`src/rtl/gx4000_loader_pkg.sv`:
```
// Shared types and constants for the GX4000 cartridge loader: FSM states, result codes,
// ROM type codes and header field offsets.
package gx4000_loader_pkg;

    typedef enum logic [2:0] {
        StIdle,
        StHeader,
        StPayload,
        StVerify,
        StDone
    } state_e;

    localparam logic [7:0] ERR_NONE     = 8'h00;
    localparam logic [7:0] ERR_HEADER   = 8'h01;
    localparam logic [7:0] ERR_TYPE     = 8'h02;
    localparam logic [7:0] ERR_SIZE     = 8'h03;
    localparam logic [7:0] ERR_CHECKSUM = 8'h04;
    localparam logic [7:0] ERR_PLUS     = 8'h05;
    localparam logic [7:0] ERR_SEQ      = 8'h06;

    localparam logic [7:0] TYPE_STANDARD  = 8'h00;
    localparam logic [7:0] TYPE_ENHANCED  = 8'h01;
    localparam logic [7:0] TYPE_PLUS      = 8'h01;
    localparam logic [7:0] TYPE_PROTECTED = 8'h02;

    localparam int unsigned OFS_TYPE    = 0;
    localparam int unsigned OFS_SIZE_LO = 1;
    localparam int unsigned OFS_SIZE_HI = 2;
    localparam int unsigned OFS_CSUM_LO = 3;
    localparam int unsigned OFS_CSUM_HI = 4;
    localparam int unsigned OFS_VERSION = 5;
    localparam int unsigned OFS_DATE    = 6;
    localparam int unsigned OFS_TITLE   = 10;

    localparam int unsigned CNT_W = 26;

endpackage

```
`src/rtl/gx4000_cart_loader_if.sv`:
```
// ioctl download bus as seen by the cartridge loader; the HPS/ioctl side is the master.
interface gx4000_cart_loader_if #(
    parameter int unsigned ADDR_W = 25
);
    logic              download;
    logic              wr;
    logic [ADDR_W-1:0] addr;
    logic [7:0]        dout;

    modport master (output download, wr, addr, dout);
    modport slave  (input  download, wr, addr, dout);
endinterface

```
`src/rtl/gx4000_loader_sum.sv`:
```
// Byte-wise payload accumulator: 16-bit additive sum, or CRC-16/CCITT when
// GX4000_LOADER_CRC_EN is defined.
module gx4000_loader_sum (
    input  logic        clk_sys,
    input  logic        reset_n,
    input  logic        clear,
    input  logic        en,
    input  logic [7:0]  data,
    output logic [15:0] sum
);

`ifdef GX4000_LOADER_CRC_EN
    localparam logic [15:0] Init = 16'hFFFF;

    // MSB-first, poly 0x1021, one byte per call
    function automatic logic [15:0] step(input logic [15:0] acc, input logic [7:0] b);
        logic [15:0] c;
        c = acc ^ {b, 8'h00};
        for (int i = 0; i < 8; i++) begin
            c = c[15] ? ((c << 1) ^ 16'h1021) : (c << 1);
        end
        return c;
    endfunction
`else
    localparam logic [15:0] Init = 16'h0000;

    function automatic logic [15:0] step(input logic [15:0] acc, input logic [7:0] b);
        return acc + {8'h00, b};
    endfunction
`endif

    always_ff @(posedge clk_sys or negedge reset_n) begin
        if (!reset_n) begin
            sum <= 16'h0000;
        end else if (clear) begin
            sum <= Init;
        end else if (en) begin
            sum <= step(sum, data);
        end
    end

endmodule

```
`src/rtl/gx4000_cart_loader.sv`:
```
// GX4000 cartridge loader: captures the ROM header from the ioctl stream, checksums the
// payload and posts a one-shot verdict per download. CRC mode: GX4000_LOADER_CRC_EN.
module gx4000_cart_loader
    import gx4000_loader_pkg::*;
#(
    parameter int unsigned HDR_BYTES   = 32,
    parameter int unsigned TITLE_BYTES = 8,
    parameter int unsigned ADDR_W      = 25,
    parameter int unsigned MAX_KB      = 512
) (
    input  logic                     clk_sys,
    input  logic                     reset_n,
    input  logic                     gx4000_mode,
    input  logic                     plus_mode,
    gx4000_cart_loader_if.slave      ioctl,
    output logic                     busy,
    output logic                     done,
    output logic                     rom_valid,
    output logic [7:0]               err_code,
    output logic [7:0]               rom_type,
    output logic [15:0]              rom_size_kb,
    output logic [15:0]              rom_checksum,
    output logic [7:0]               rom_version,
    output logic [31:0]              rom_date,
    output logic [8*TITLE_BYTES-1:0] rom_title,
    output logic [15:0]              payload_sum
);

    localparam logic [15:0] MaxKb = 16'(MAX_KB);

    state_e            state;
    logic              dl_q;
    logic              hdr_ok_q;
    logic              seq_err_q;
    logic [ADDR_W-1:0] next_addr_q;
    logic [CNT_W-1:0]  byte_cnt_q;

    logic       rise, fall, wr_ok, good_wr, bad_wr, hdr_wr, pay_wr, hdr_last;
    logic [7:0] verdict;

    assign rise = ioctl.download & ~dl_q;
    assign fall = ~ioctl.download & dl_q;

    // dl_q keeps a write on the falling-edge cycle in scope
    assign wr_ok    = ioctl.wr && (ioctl.download || dl_q) && !rise && !seq_err_q &&
                      (state == StHeader || state == StPayload);
    assign good_wr  = wr_ok && (ioctl.addr == next_addr_q);
    assign bad_wr   = wr_ok && (ioctl.addr != next_addr_q);
    assign hdr_wr   = good_wr && (state == StHeader);
    assign pay_wr   = good_wr && (state == StPayload);
    assign hdr_last = hdr_wr && (ioctl.addr == ADDR_W'(HDR_BYTES - 1));

    always_comb begin
        verdict = ERR_NONE;
        if (!hdr_ok_q) begin
            verdict = ERR_HEADER;
        end else if (seq_err_q) begin
            verdict = ERR_SEQ;
        end else if (rom_type > TYPE_PROTECTED) begin
            verdict = ERR_TYPE;
        end else if (rom_size_kb == 16'h0000 || rom_size_kb > MaxKb ||
                     byte_cnt_q != {rom_size_kb, 10'd0}) begin
            verdict = ERR_SIZE;
        end else if (payload_sum != rom_checksum) begin
            verdict = ERR_CHECKSUM;
        end else if (rom_type == TYPE_PLUS && !plus_mode && !gx4000_mode) begin
            verdict = ERR_PLUS;
        end
    end

    gx4000_loader_sum u_sum (
        .clk_sys (clk_sys),
        .reset_n (reset_n),
        .clear   (rise),
        .en      (pay_wr),
        .data    (ioctl.dout),
        .sum     (payload_sum)
    );

    always_ff @(posedge clk_sys or negedge reset_n) begin
        if (!reset_n) begin
            state        <= StIdle;
            dl_q         <= 1'b0;
            hdr_ok_q     <= 1'b0;
            seq_err_q    <= 1'b0;
            next_addr_q  <= '0;
            byte_cnt_q   <= '0;
            busy         <= 1'b0;
            done         <= 1'b0;
            rom_valid    <= 1'b0;
            err_code     <= 8'h00;
            rom_type     <= 8'h00;
            rom_size_kb  <= 16'h0000;
            rom_checksum <= 16'h0000;
            rom_version  <= 8'h00;
            rom_date     <= 32'h0;
            rom_title    <= '0;
        end else begin
            dl_q <= ioctl.download;
            done <= 1'b0;
            if (rise) begin
                state       <= StHeader;
                busy        <= 1'b1;
                rom_valid   <= 1'b0;
                err_code    <= ERR_NONE;
                hdr_ok_q    <= 1'b0;
                seq_err_q   <= 1'b0;
                next_addr_q <= '0;
                byte_cnt_q  <= '0;
            end else begin
                if (bad_wr) seq_err_q <= 1'b1;
                if (good_wr) next_addr_q <= next_addr_q + 1'b1;
                if (pay_wr && byte_cnt_q != '1) byte_cnt_q <= byte_cnt_q + 1'b1;
                if (hdr_last) hdr_ok_q <= 1'b1;
                if (hdr_wr) begin
                    case (ioctl.addr)
                        ADDR_W'(OFS_TYPE):     rom_type            <= ioctl.dout;
                        ADDR_W'(OFS_SIZE_LO):  rom_size_kb[7:0]    <= ioctl.dout;
                        ADDR_W'(OFS_SIZE_HI):  rom_size_kb[15:8]   <= ioctl.dout;
                        ADDR_W'(OFS_CSUM_LO):  rom_checksum[7:0]   <= ioctl.dout;
                        ADDR_W'(OFS_CSUM_HI):  rom_checksum[15:8]  <= ioctl.dout;
                        ADDR_W'(OFS_VERSION):  rom_version         <= ioctl.dout;
                        ADDR_W'(OFS_DATE):     rom_date[7:0]       <= ioctl.dout;
                        ADDR_W'(OFS_DATE + 1): rom_date[15:8]      <= ioctl.dout;
                        ADDR_W'(OFS_DATE + 2): rom_date[23:16]     <= ioctl.dout;
                        ADDR_W'(OFS_DATE + 3): rom_date[31:24]     <= ioctl.dout;
                        default: ;
                    endcase
                    for (int i = 0; i < int'(TITLE_BYTES); i++) begin
                        if (ioctl.addr == ADDR_W'(OFS_TITLE + i)) rom_title[8*i +: 8] <= ioctl.dout;
                    end
                end
                unique case (state)
                    StHeader: begin
                        if (fall) state <= StVerify;
                        else if (hdr_last) state <= StPayload;
                    end
                    StPayload: begin
                        if (fall) state <= StVerify;
                    end
                    StVerify: begin
                        state     <= StDone;
                        err_code  <= verdict;
                        rom_valid <= (verdict == ERR_NONE);
                        busy      <= 1'b0;
                        done      <= 1'b1;
                    end
                    StDone:  state <= StIdle;
                    default: ;
                endcase
            end
        end
    end

endmodule
```
`src/flat_wrapper.sv`:
```
// flat-port wrapper written by rule: the top's interface ports become plain ports
module gx4000_cart_loader_flat import gx4000_loader_pkg::*;
#(
    parameter int unsigned HDR_BYTES   = 32,
    parameter int unsigned TITLE_BYTES = 8,
    parameter int unsigned ADDR_W      = 25,
    parameter int unsigned MAX_KB      = 512
)
  (clk_sys, reset_n, gx4000_mode, plus_mode, busy, done, rom_valid, err_code, rom_type, rom_size_kb, rom_checksum, rom_version, rom_date, rom_title, payload_sum, ioctl_download, ioctl_wr, ioctl_addr, ioctl_dout);
  gx4000_cart_loader_if #(.ADDR_W(ADDR_W)) ioctl_i ();
  input  logic clk_sys;
  input  logic reset_n;
  input  logic gx4000_mode;
  input  logic plus_mode;
  output logic busy;
  output logic done;
  output logic rom_valid;
  output logic [7:0] err_code;
  output logic [7:0] rom_type;
  output logic [15:0] rom_size_kb;
  output logic [15:0] rom_checksum;
  output logic [7:0] rom_version;
  output logic [31:0] rom_date;
  output logic [8*TITLE_BYTES-1:0] rom_title;
  output logic [15:0] payload_sum;
  input wire logic [$bits(ioctl_i.download)-1:0] ioctl_download;
  input wire logic [$bits(ioctl_i.wr)-1:0] ioctl_wr;
  input wire logic [$bits(ioctl_i.addr)-1:0] ioctl_addr;
  input wire logic [$bits(ioctl_i.dout)-1:0] ioctl_dout;
  assign ioctl_i.download = ioctl_download;
  assign ioctl_i.wr = ioctl_wr;
  assign ioctl_i.addr = ioctl_addr;
  assign ioctl_i.dout = ioctl_dout;
  gx4000_cart_loader #(.HDR_BYTES(HDR_BYTES), .TITLE_BYTES(TITLE_BYTES), .ADDR_W(ADDR_W), .MAX_KB(MAX_KB)) u_core (.clk_sys(clk_sys), .reset_n(reset_n), .gx4000_mode(gx4000_mode), .plus_mode(plus_mode), .ioctl(ioctl_i), .busy(busy), .done(done), .rom_valid(rom_valid), .err_code(err_code), .rom_type(rom_type), .rom_size_kb(rom_size_kb), .rom_checksum(rom_checksum), .rom_version(rom_version), .rom_date(rom_date), .rom_title(rom_title), .payload_sum(payload_sum));
endmodule
```
`config.mk`:
```
export PLATFORM = sky130hd
export DESIGN_NAME = gx4000_cart_loader_flat
export DESIGN_NICKNAME = d
export VERILOG_FILES = /design/src/rtl/gx4000_loader_pkg.sv /design/src/rtl/gx4000_cart_loader_if.sv /design/src/rtl/gx4000_loader_sum.sv /design/src/rtl/gx4000_cart_loader.sv /design/src/flat_wrapper.sv
export SDC_FILE = /design/constraint.sdc
export NUM_CORES = 1
export LEC_CHECK = 0
export BUFFER_PORTS_ARGS = -buffer_cell sky130_fd_sc_hd__buf_2
export CAP_MARGIN = 20
export CORE_ASPECT_RATIO = 1.5
export CORE_UTILIZATION = 60
export DETAILED_ROUTE_END_ITERATION = 10
export GPL_TIMING_DRIVEN = 0
export PLACE_DENSITY = 0.89
export SLEW_MARGIN = 0
export SYNTH_ARGS = -nofsm -noshare
export SYNTH_HDL_FRONTEND = slang
export SYNTH_SLANG_ARGS = --single-unit
```
`constraint.sdc`:
```
create_clock -name clk_sys -period 5.1 [get_ports clk_sys]
set_input_delay 0.765 -clock clk_sys [delete_from_list [all_inputs] [get_ports clk_sys]]
set_output_delay 0.765 -clock clk_sys [all_outputs]
set_load 0.05 [all_outputs]
```
## Word-level counts from Yosys, hierarchy flattened

Cells that the tools add are included.

- Register bits after elaboration: 228
- Bits in latches: 0
- Memory bits (writable): 0
- Bits in read-only memories: 0
- Input bits: 39
- Output and inout port bits: 171
- Word-level logic and storage cells: 147
- Memories: 0

- $add $sub $neg: 3
- $mul: 0
- Divide/modulo/power cells: 0
- Magnitude comparators: 2
- Eq/ne operators: 30
- Shifts and indexed selects: 0
- Muxes and demuxes: 29
- Bitwise logic cells: 5
- Reduce and logical (&&, ||, !) cells: 49

Operator list:

| operator | number |
|---|---|
| $eq 25x4->1 const B | 8 |
| $eq 25x3->1 const B | 4 |
| $eq 25x5->1 const B | 3 |
| $reduce_and 3->1 | 19 |
| $mux 8 | 7 |
| $mux 26 | 2 |
| $eq 25x2->1 const B | 2 |
| $mux 25 | 2 |
| $mux 16 | 2 |
| $add 26x1->26 const B | 1 |
| $ne 26x26->1 | 1 |
| $ne 26x26->1 const B | 1 |
| $add 25x1->25 const B | 1 |
| $eq 25x1->1 const B | 1 |
| $eq 25x25->1 | 1 |
| $logic_not 25->1 | 1 |
| $ne 25x25->1 | 1 |
| $add 16x8->16 | 1 |
| $gt 16x10->1 const B | 1 |
| $logic_not 16->1 | 1 |
| $ne 16x16->1 | 1 |
| $mux 3 | 5 |
| $logic_and 1x1->1 | 12 |
| $pmux 3 s4 | 1 |
| 15 further kinds | 39 |

## Longest topological paths before layout

Gate-level depths: netlist (run 1).

- Depth after elaboration: 13
- Gate-level depth with buffers: 11
- Depth with buffers taken out: 8

## Modules after synthesis

From an unflattened synthesis (run 1), not the netlist that was laid out.

- Cell total of the unflattened synthesis: 990
- Area total of the unflattened synthesis: 11,459.7 sq um

Modules (own cells, without submodules):

| module | times used | cells an instance | area an instance (sq um) | seq. area each (sq um) |
|---|---|---|---|---|
| gx4000_cart_loader | 1 | 859 | 10,278.6 | 5,180.0 |
| gx4000_loader_sum | 1 | 131 | 1,181.1 | 400.4 |

## Worst setup path before layout (run 1)

OpenSTA, ideal clock, no wires.

- Kind: input port to flip-flop
- From: input port ioctl_download
- To: register u_core.rom_title[16]
- Library setup time: 0.125 ns
- Arrival: 3.112 ns
- Required time: 4.975 ns
- Setup slack: 1.863 ns
- Stages on the path: 9
- Path buffers: 2
- Path through: ha_1 -> nor4_4 -> nand4_1 -> nor4_4 -> nand3_2 -> buf_6 -> buf_12 -> nor4_4 -> mux2_2

- Word-level cells in the longest chain between the ends: 8
- Elaborated cells on any way between the ends: 11
- Classes of those cells: bitwise (2); reduce/logical (9)

Ends and longest elaborated chain:

| item | line | RTL |
|---|---|---|
| start, declared | flat_wrapper.sv:26 | `input wire logic [$bits(ioctl_i.download)-1:0] ioctl_download;` |
| $and 1x1->1 / $logic_or 1x1->1 (equally long branches) | gx4000_cart_loader.sv:41, gx4000_cart_loader.sv:45 |  |
| $logic_not 1->1 / $logic_and 1x1->1 (equally long branches) | gx4000_cart_loader.sv:45 | `assign wr_ok = ioctl.wr && (ioctl.download \|\| dl_q) && !rise && !seq_err_q &&` |
| $logic_and 1x1->1 (3 in series) | gx4000_cart_loader.sv:45 |  |
| $logic_and 1x1->1 | gx4000_cart_loader.sv:47 | `assign good_wr = wr_ok && (ioctl.addr == next_addr_q);` |
| $logic_and 1x1->1 | gx4000_cart_loader.sv:49 | `assign hdr_wr = good_wr && (state == StHeader);` |
| $reduce_and 3->1 (no source line) * | n/a |  |
| end signal, assigned by index | gx4000_cart_loader.sv:130 | `if (ioctl.addr == ADDR_W'(OFS_TITLE + i)) rom_title[8*i +: 8] <= ioctl.dout;` |
| end, declared | gx4000_cart_loader.sv:25 | `output logic [8*TITLE_BYTES-1:0] rom_title,` |

Mark *: on every way between the ends. The rest lies on a longest branch, timed or not.
A chain may end at the register's enable or synchronous reset.

## Worst setup path after layout (run 1)

- From: input port ioctl_download
- To: register u_core.rom_title[29]

- Word-level cells in the longest chain between the ends: 8
- Elaborated cells on any way between the ends: 11
- Classes of those cells: bitwise (2); reduce/logical (9)

Ends and longest elaborated chain:

| item | line | RTL |
|---|---|---|
| $and 1x1->1 * | gx4000_cart_loader.sv:41 | `assign rise = ioctl.download & ~dl_q;` |
| via u_core.rise | gx4000_cart_loader.sv:38 | `logic rise, fall, wr_ok, good_wr, bad_wr, hdr_wr, pay_wr, hdr_last;` |
| $logic_not 1->1 | gx4000_cart_loader.sv:45 |  |
| $logic_and 1x1->1 (3 in series) | gx4000_cart_loader.sv:45 |  |
| $logic_and 1x1->1 | gx4000_cart_loader.sv:47 |  |
| $logic_and 1x1->1 | gx4000_cart_loader.sv:49 |  |
| $reduce_and 3->1 (no source line) * | n/a |  |

The timed path passes the listed nets; every way through them passes the cells marked *.

==> results.json, run 1 <==
{
  "post_cts_buffers": 0,
  "crit_chain": "buf_2 > ha_1 > nor4_4 > nand4_1 > nor4_4 > nand3_2 > buf_6 > buf_12 > nor4_4 > mux2_2",
  "placementRows": 60,
  "hold_viol": 0,
  "ys_ff_latch": 223,
  "leakage_nw": 6.60,
  "r2r-start": "u_core.dl_q",
  "syn_avg_cell_area_sq_um": 11.8,
  "m1WireLength_mm": 11.0,
  "path_class": "in -> reg",
  "total_power_mw": 3.76,
  "slew_headroom_pct": 26.0,
  "worstPathRequired_ps": 5480,
  "worstMarginPinSlew_ps": 1110,
  "start_util_pct": 61.5,
  "worstSkewPairLatency_ps": 500,
  "startpoint": "ioctl_download",
  "final_max_slew_viol_count": 0,
  "routedWlPerCell_um": 21.5,
  "max_freq_mhz": 296,
  "seq_area_frac_synth_pct": 50.6,
  "nets": 1220,
  "cpMaxStageDelayCell": "nor4_4",
  "r2r_end": "u_core.rom_title[29]",
  "min_path_type": "in -> async",
  "fin_crit_ps": 3380,
  "syn_area_sq_um": 11000,
  "dpl.hpwl_mm": 21.4,
  "grt_max_degree": 122,
  "grt_pass1_vias": 9163,
  "worstSetupEndpoint": "u_core.rom_title[29]",
  "grt-ovfl-total": 0,
  "cts_sinks": 223,
  "final_common_cell": "dfrtp_1",
  "vias_per_cell": 6.31,
  "gp_congestion": 0.954,
  "power_density_nw_per_um2": 287,
  "startpoint_type": "input port",
  "cts_tree": "done",
  "status": "completed",
  "ys_types": 50,
  "rrSetupSlack_ps": 1720,
  "cts_hold_buffers": 0,
  "dieWidth_um": 113,
  "clock_path_buffers": 3,
  "numCtsBuffers": 22,
  "critPathCaptureType": "flip-flop",
  "htreeDepth": 1,
  "drtIter0Drc": 696,
  "crit_arrival_ps": 3760,
  "cts_root_buf": "clkbuf_16",
  "grt_pass1_wl_mm": 47.9,
  "cp_common_cell": "nor4_4",
  "fin_ws_ps": 1720,
  "core_sq_um": 17900,
  "die-height_um": 168,
  "finalWirelength_mm": 30.0,
  "regArea_sq_um": 5580,
  "ant_nets": 0,
  "track_usage_pct": 32.2,
  "dr_wl_met3_mm": 1.86,
  "synth_edf_count": 0,
  "drc": 0,
  "areaGrowthSynthToFinish_pct": 18.7,
  "slowest_delay_ps": 640,
  "antenna_found_initial": 0,
  "finalSetupTns_ps": 0,
  "drive_above_1_share_pct": 35.8,
  "num_vias": 8803,
  "antenna_cells": 0,
  "rsz0062_at_grt": "false",
  "highest_layer": "met4",
  "crit_path_max_fanout": 10,
  "mostFrequentLayoutCells": "223 x dfrtp_1, 203 x buf_2, 141 x mux2_2, 56 x xnor2_1, 52 x a21oi_1",
  "synthFlopType": "dfrtp_1",
  "io_buffers": 204,
  "yosysWarnings": 0,
  "drtPass1Iterations": 6,
  "place_ws_ps": 1230,
  "maxCapViolCount": 0,
  "ir_drop_uv": 280,
  "min_period_over_period_pct": 66.3,
  "r2r_cells": 10,
  "finClkSkew_ps": 8.62,
  "wl_met2_mm": 15.5,
  "fillers": 1212,
  "die_area_sq_um": 18900,
  "synthCells": 933,
  "cts_resized": 0,
  "async_flop_share_pct": 100,
  "multiInputGateArea_sq_um": 5160,
  "ios": 210,
  "setup_viol": 0,
  "hold_slack_ps": 284,
  "cts.clk_slew.worst_paths_ps": 60
}
## flip-flops by register name, indices dropped and copies added (netlist names)
name,cells
u_core.rom_checksum,16
u_core.rom_type,8
u_core.err_code,3
u_core.rom_title,64
u_core.rom_date,32
u_core.dl_q,1
u_core.byte_cnt_q,26
u_core.done,1
u_core.busy,1
u_core.rom_valid,1
u_core.next_addr_q,25
u_core.u_sum.sum,16
u_core.rom_size_kb,16
u_core.rom_version,8
u_core.state,3
u_core.seq_err_q,1
u_core.hdr_ok_q,1
## Yosys cell counts, drive strengths merged (5+ instances only)
cell	instances	area (sq um)
dfrtp	223	5580
mux2	149	1710
xnor2	56	490
a21oi	52	260
nand2	44	165
nor2	39	146
nor4	36	480
nand4	34	213
or4	29	218
o21ai	28	140
clkbuf	27	101
nand3	27	140
o31ai	23	173
or3	23	144
buf	22	144
inv	17	63.8
nor3	16	108
ha	14	175
xor2	10	87.6
mux2i	9	90.1
nand2b	5	31.3
or2	5	31.3
## cells by family after synthesis
kind of cell | count (synthesis) | share of synthesized area [%]
other | 1 | 0.0340
buffers and inverters | 66 | 2.80
flip-flops | 223 | 50.6
AND/OR/NAND/NOR | 275 | 16.3
multiplexers | 158 | 16.3
XOR/XNOR | 66 | 5.24
AO/OA/AOI/OAI | 129 | 7.02
adder cells (fa/ha/maj) | 15 | 1.77
## how the worst min path moves through the flow
stage                     slack, ps                 start                   end  cells past startpoint
after floorplan                 470               reset_n           u_core.busy                      0
after global placement          480           u_core.busy           u_core.busy                      2
after detailed placement        490  u_core.rom_title[11]  u_core.rom_title[11]                      1
after CTS                       330               reset_n  u_core.u_sum.sum[10]                      1
after global routing            360               reset_n  u_core.u_sum.sum[10]                      1
final                           280               reset_n  u_core.u_sum.sum[10]                      1
## worst max-delay path, delay by kind of cell
kind	cells	cell delay (ps)
adder cells (fa/ha/maj)	1	250
buffers and inverters	3	520
multiplexers	1	410
AND/OR/NAND/NOR	5	1810
## metrics by stage
stage | utilization (%) | cells | area, sq um
after floorplan | - | 937 | 11100
after global placement | 68.8 | 1358 | 12300
after detailed placement | 69.0 | 1359 | 12400
after CTS | 73.0 | 1396 | 13100
after global routing | 73.0 | 1396 | 13100
final | 73.0 | 1396 | 13100
## layout make-up
| cell class | count | share of cell area [%] |
|---|---|---|
| Timing Repair Buffer | 205 | 8.08 |
| Buffer | 49 | 1.87 |
| Tap cell | 217 | 2.07 |
| Clock inverter | 2 | 0.458 |
| Inverter | 17 | 0.487 |
| Clock buffer | 35 | 5.04 |
| Multi-Input combinational cell | 648 | 39.4 |
| Sequential cell | 223 | 42.6 |
## metal layers
metal / up-vias / GRT usage, %
met5: - / 0
met4: 0 / 17.6
met3: 130 / 6.08
met2: 422 / 57.6
met1: 4369 / 36.1
li1: 3882 / -
## where the power goes
part           internal, mW  switching [mW]
registers              1.79          0.0189
clock network         0.983           0.659
logic                0.0829           0.224
total                  2.86           0.901
Note: power is estimated with default switching activity, not from simulation.
==> run 2, diff against run 1 <==
--- a/config.mk
+++ b/config.mk
@@ -8,10 +8,10 @@
 export BUFFER_PORTS_ARGS = -buffer_cell sky130_fd_sc_hd__buf_2
 export CAP_MARGIN = 20
 export CORE_ASPECT_RATIO = 1.5
-export CORE_UTILIZATION = 60
+export CORE_UTILIZATION = 51
 export DETAILED_ROUTE_END_ITERATION = 10
 export GPL_TIMING_DRIVEN = 0
-export PLACE_DENSITY = 0.89
+export PLACE_DENSITY = 0.81
 export SLEW_MARGIN = 0
 export SYNTH_ARGS = -nofsm -noshare
 export SYNTH_HDL_FRONTEND = slang
==> constraint.sdc (replaced) <==
create_clock -name clk_sys -period 2.88 [get_ports clk_sys]
set_input_delay 0.432 -clock clk_sys [delete_from_list [all_inputs] [get_ports clk_sys]]
set_output_delay 0.432 -clock clk_sys [all_outputs]
set_load 0.05 [all_outputs]
==> results.json, run 2 (synthesis gave the netlist of run 1 again) <==
{
  "status": "finished, violations left",
  "violations": "negative hold slack",
  "fin_crit_ps": 2800,
  "startpoint_type": "flip-flop",
  "regArea_sq_um": 5580,
  "placementRows": 65,
  "fin_ws_ps": 75.9,
  "setup_viol": 0,
  "leakage_nw": 6.93,
  "cts_sinks": 223,
  "worstMarginPinSlew_ps": 1100,
  "dieWidth_um": 122,
  "r2r-start": "u_core.next_addr_q[7]",
  "drive_above_1_share_pct": 39.9,
  "cp_top_family": "simple AND/OR/NAND/NOR gates",
  "core_sq_um": 21100,
  "antenna_cells": 0,
  "fillers": 1640,
  "grt-ovfl-total": 0,
  "slew_headroom_pct": 26.7,
  "finalWirelength_mm": 31.1,
  "vias_per_cell": 6.04,
  "grt_pass1_wl_mm": 49.0,
  "antenna_found_initial": 0,
  "total_power_mw": 6.95,
  "cpMaxStageDelayCell": "nor3_4",
  "fin_area_sq_um": 13700,
  "drtIter0Drc": 566,
  "start_util_pct": 52.2,
  "critPathCaptureType": "flip-flop",
  "finClkSkew_ps": 17.5,
  "ir_drop_uv": 400,
  "final_common_cell": "dfrtp_1",
  "final_max_slew_viol_count": 0,
  "die-height_um": 182,
  "track_usage_pct": 28.4,
  "grt_max_degree": 122,
  "htreeDepth": 1,
  "min_period_over_period_pct": 97.4,
  "cts.clk_slew.worst_paths_ps": 70,
  "crit_buf_inv": 3,
  "r2r_end": "u_core.rom_title[27]",
  "worstSkewPairLatency_ps": 500,
  "rrSetupSlack_ps": 80,
  "drc": 0,
  "worstPathRequired_ps": 3260,
  "max_freq_mhz": 357,
  "mostFrequentLayoutCells": "223 x dfrtp_1, 205 x buf_2, 141 x mux2_2, 56 x xnor2_1, 51 x a21oi_1",
  "multiInputGateArea_sq_um": 5270,
  "clock_path_buffers": 3,
  "cts_root_buf": "clkbuf_16",
  "largest_reg_flops": 64,
  "routedWlPerCell_um": 21.0,
  "numCtsBuffers": 23,
  "cts_tree": "done",
  "nets": 1255,
  "place_ws_ps": -455,
  "drtPass1Iterations": 7,
  "grt_pass1_vias": 9174,
  "r2r_cells": 9,
  "regMostFlops": "u_core.rom_title",
  "num_vias": 8959,
  "crit_arrival_ps": 3190,
  "ant_nets": 0,
  "reg_top3": "u_core.rom_title (64), u_core.rom_date (32), u_core.byte_cnt_q (26)",
  "die_area_sq_um": 22200,
  "hold_viol": 14,
  "dpl.hpwl_mm": 21.8,
  "areaGrowthSynthToFinish_pct": 24.4,
  "power_density_nw_per_um2": 506,
  "placed_cell_area_sq_um": 12400,
  "path_class": "reg -> reg",
  "gp_congestion": 0.935,
  "min_path_type": "in -> async",
  "utilization_pct": 64.9,
  "crit_path_max_fanout": 10,
  "crit_chain": "xnor2_1 > nand4_1 > nor3_4 > nand3_4 > buf_12 > buf_12 > nor4_4 > buf_6 > mux2_2",
  "maxCapViolCount": 0,
  "cts_hold_buffers": 0,
  "ios": 210,
  "hold_slack_ps": -26.9,
  "slowest_delay_ps": 480,
  "cp_common_cell": "buf_12",
  "io_buffers": 204
}
==> run 2: cell types whose count changed in the layout (fill, tap and decap cells not counted), sizes merged <==
| cell | previous run | this run |
|---|---|---|
| buf | 227 | 263 |
| bufinv | 2 | 4 |
| clkbuf | 62 | 57 |
| clkinv | 0 | 3 |
| clkinvlp | 0 | 1 |
==> run 2: worst max-delay path by stage <==
stage | start | endpoint | slack [ps] | cells after the start
2_1_floorplan | ioctl_download | u_core.rom_title[10] | 60 | 9
3_3_place_gp | reset_n | u_core.rom_title[56] | -2500 | 1
3_5_place_dp | ioctl_download | u_core.rom_size_kb[5] | -460 | 10
4_1_cts | u_core.dl_q | u_core.rom_title[11] | 5 | 10
5_1_grt | u_core.dl_q | u_core.u_sum.sum[8] | -9 | 13
6_report | u_core.next_addr_q[7] | u_core.rom_title[27] | 80 | 9
==> run 2: final cells by class <==
class,count,share of cell area (%)
tap,268,2.44
timing repair buffer,240,10.2
buffer,48,2.00
clock inverter,8,1.07
clock buffer,32,4.80
multi-input combinational,648,38.4
sequential,223,40.6
inverter,17,0.465
==> run 2: worst reg2reg max path, cell delays in order (launching register included) <==
cell	delay (ps)
dfrtp_1	430
xnor2_1	270
nand4_1	200
nor3_4	480
nand3_4	200
buf_12	210
buf_12	150
nor4_4	220
buf_6	180
mux2_2	350
==> run 2: per-layer routing <==
metal,track usage (%),vias to the layer above,wire length (um)
met5,0,-,0
met4,15.7,0,1650
met3,5.03,101,1840
met2,50.0,378,16000
met1,32.0,4515,11600
li1,-,3965,-
==> run 2: repair_timing <==
action | in CTS | in global routing
buffers inserted | 24 | 10
setup endpoints to repair | 196 | 180
pin swaps | 20 | 12
gates resized for setup | 23 | 29
cloned | 1 | 0
==> run 2: metrics by stage <==
stage | instances | setup TNS [ps]
2_1_floorplan | 937 | 0
3_3_place_gp | 1409 | -604330
3_5_place_dp | 1410 | -63200
4_1_cts | 1474 | 0
5_1_grt | 1484 | -16.6
6_report | 1484 | 0
==> run 2: power breakdown <==
part / switching, mW / internal, mW
clock: 1.22 / 1.95
sequential: 0.0372 / 3.17
combinational: 0.411 / 0.160
total: 1.66 / 5.29
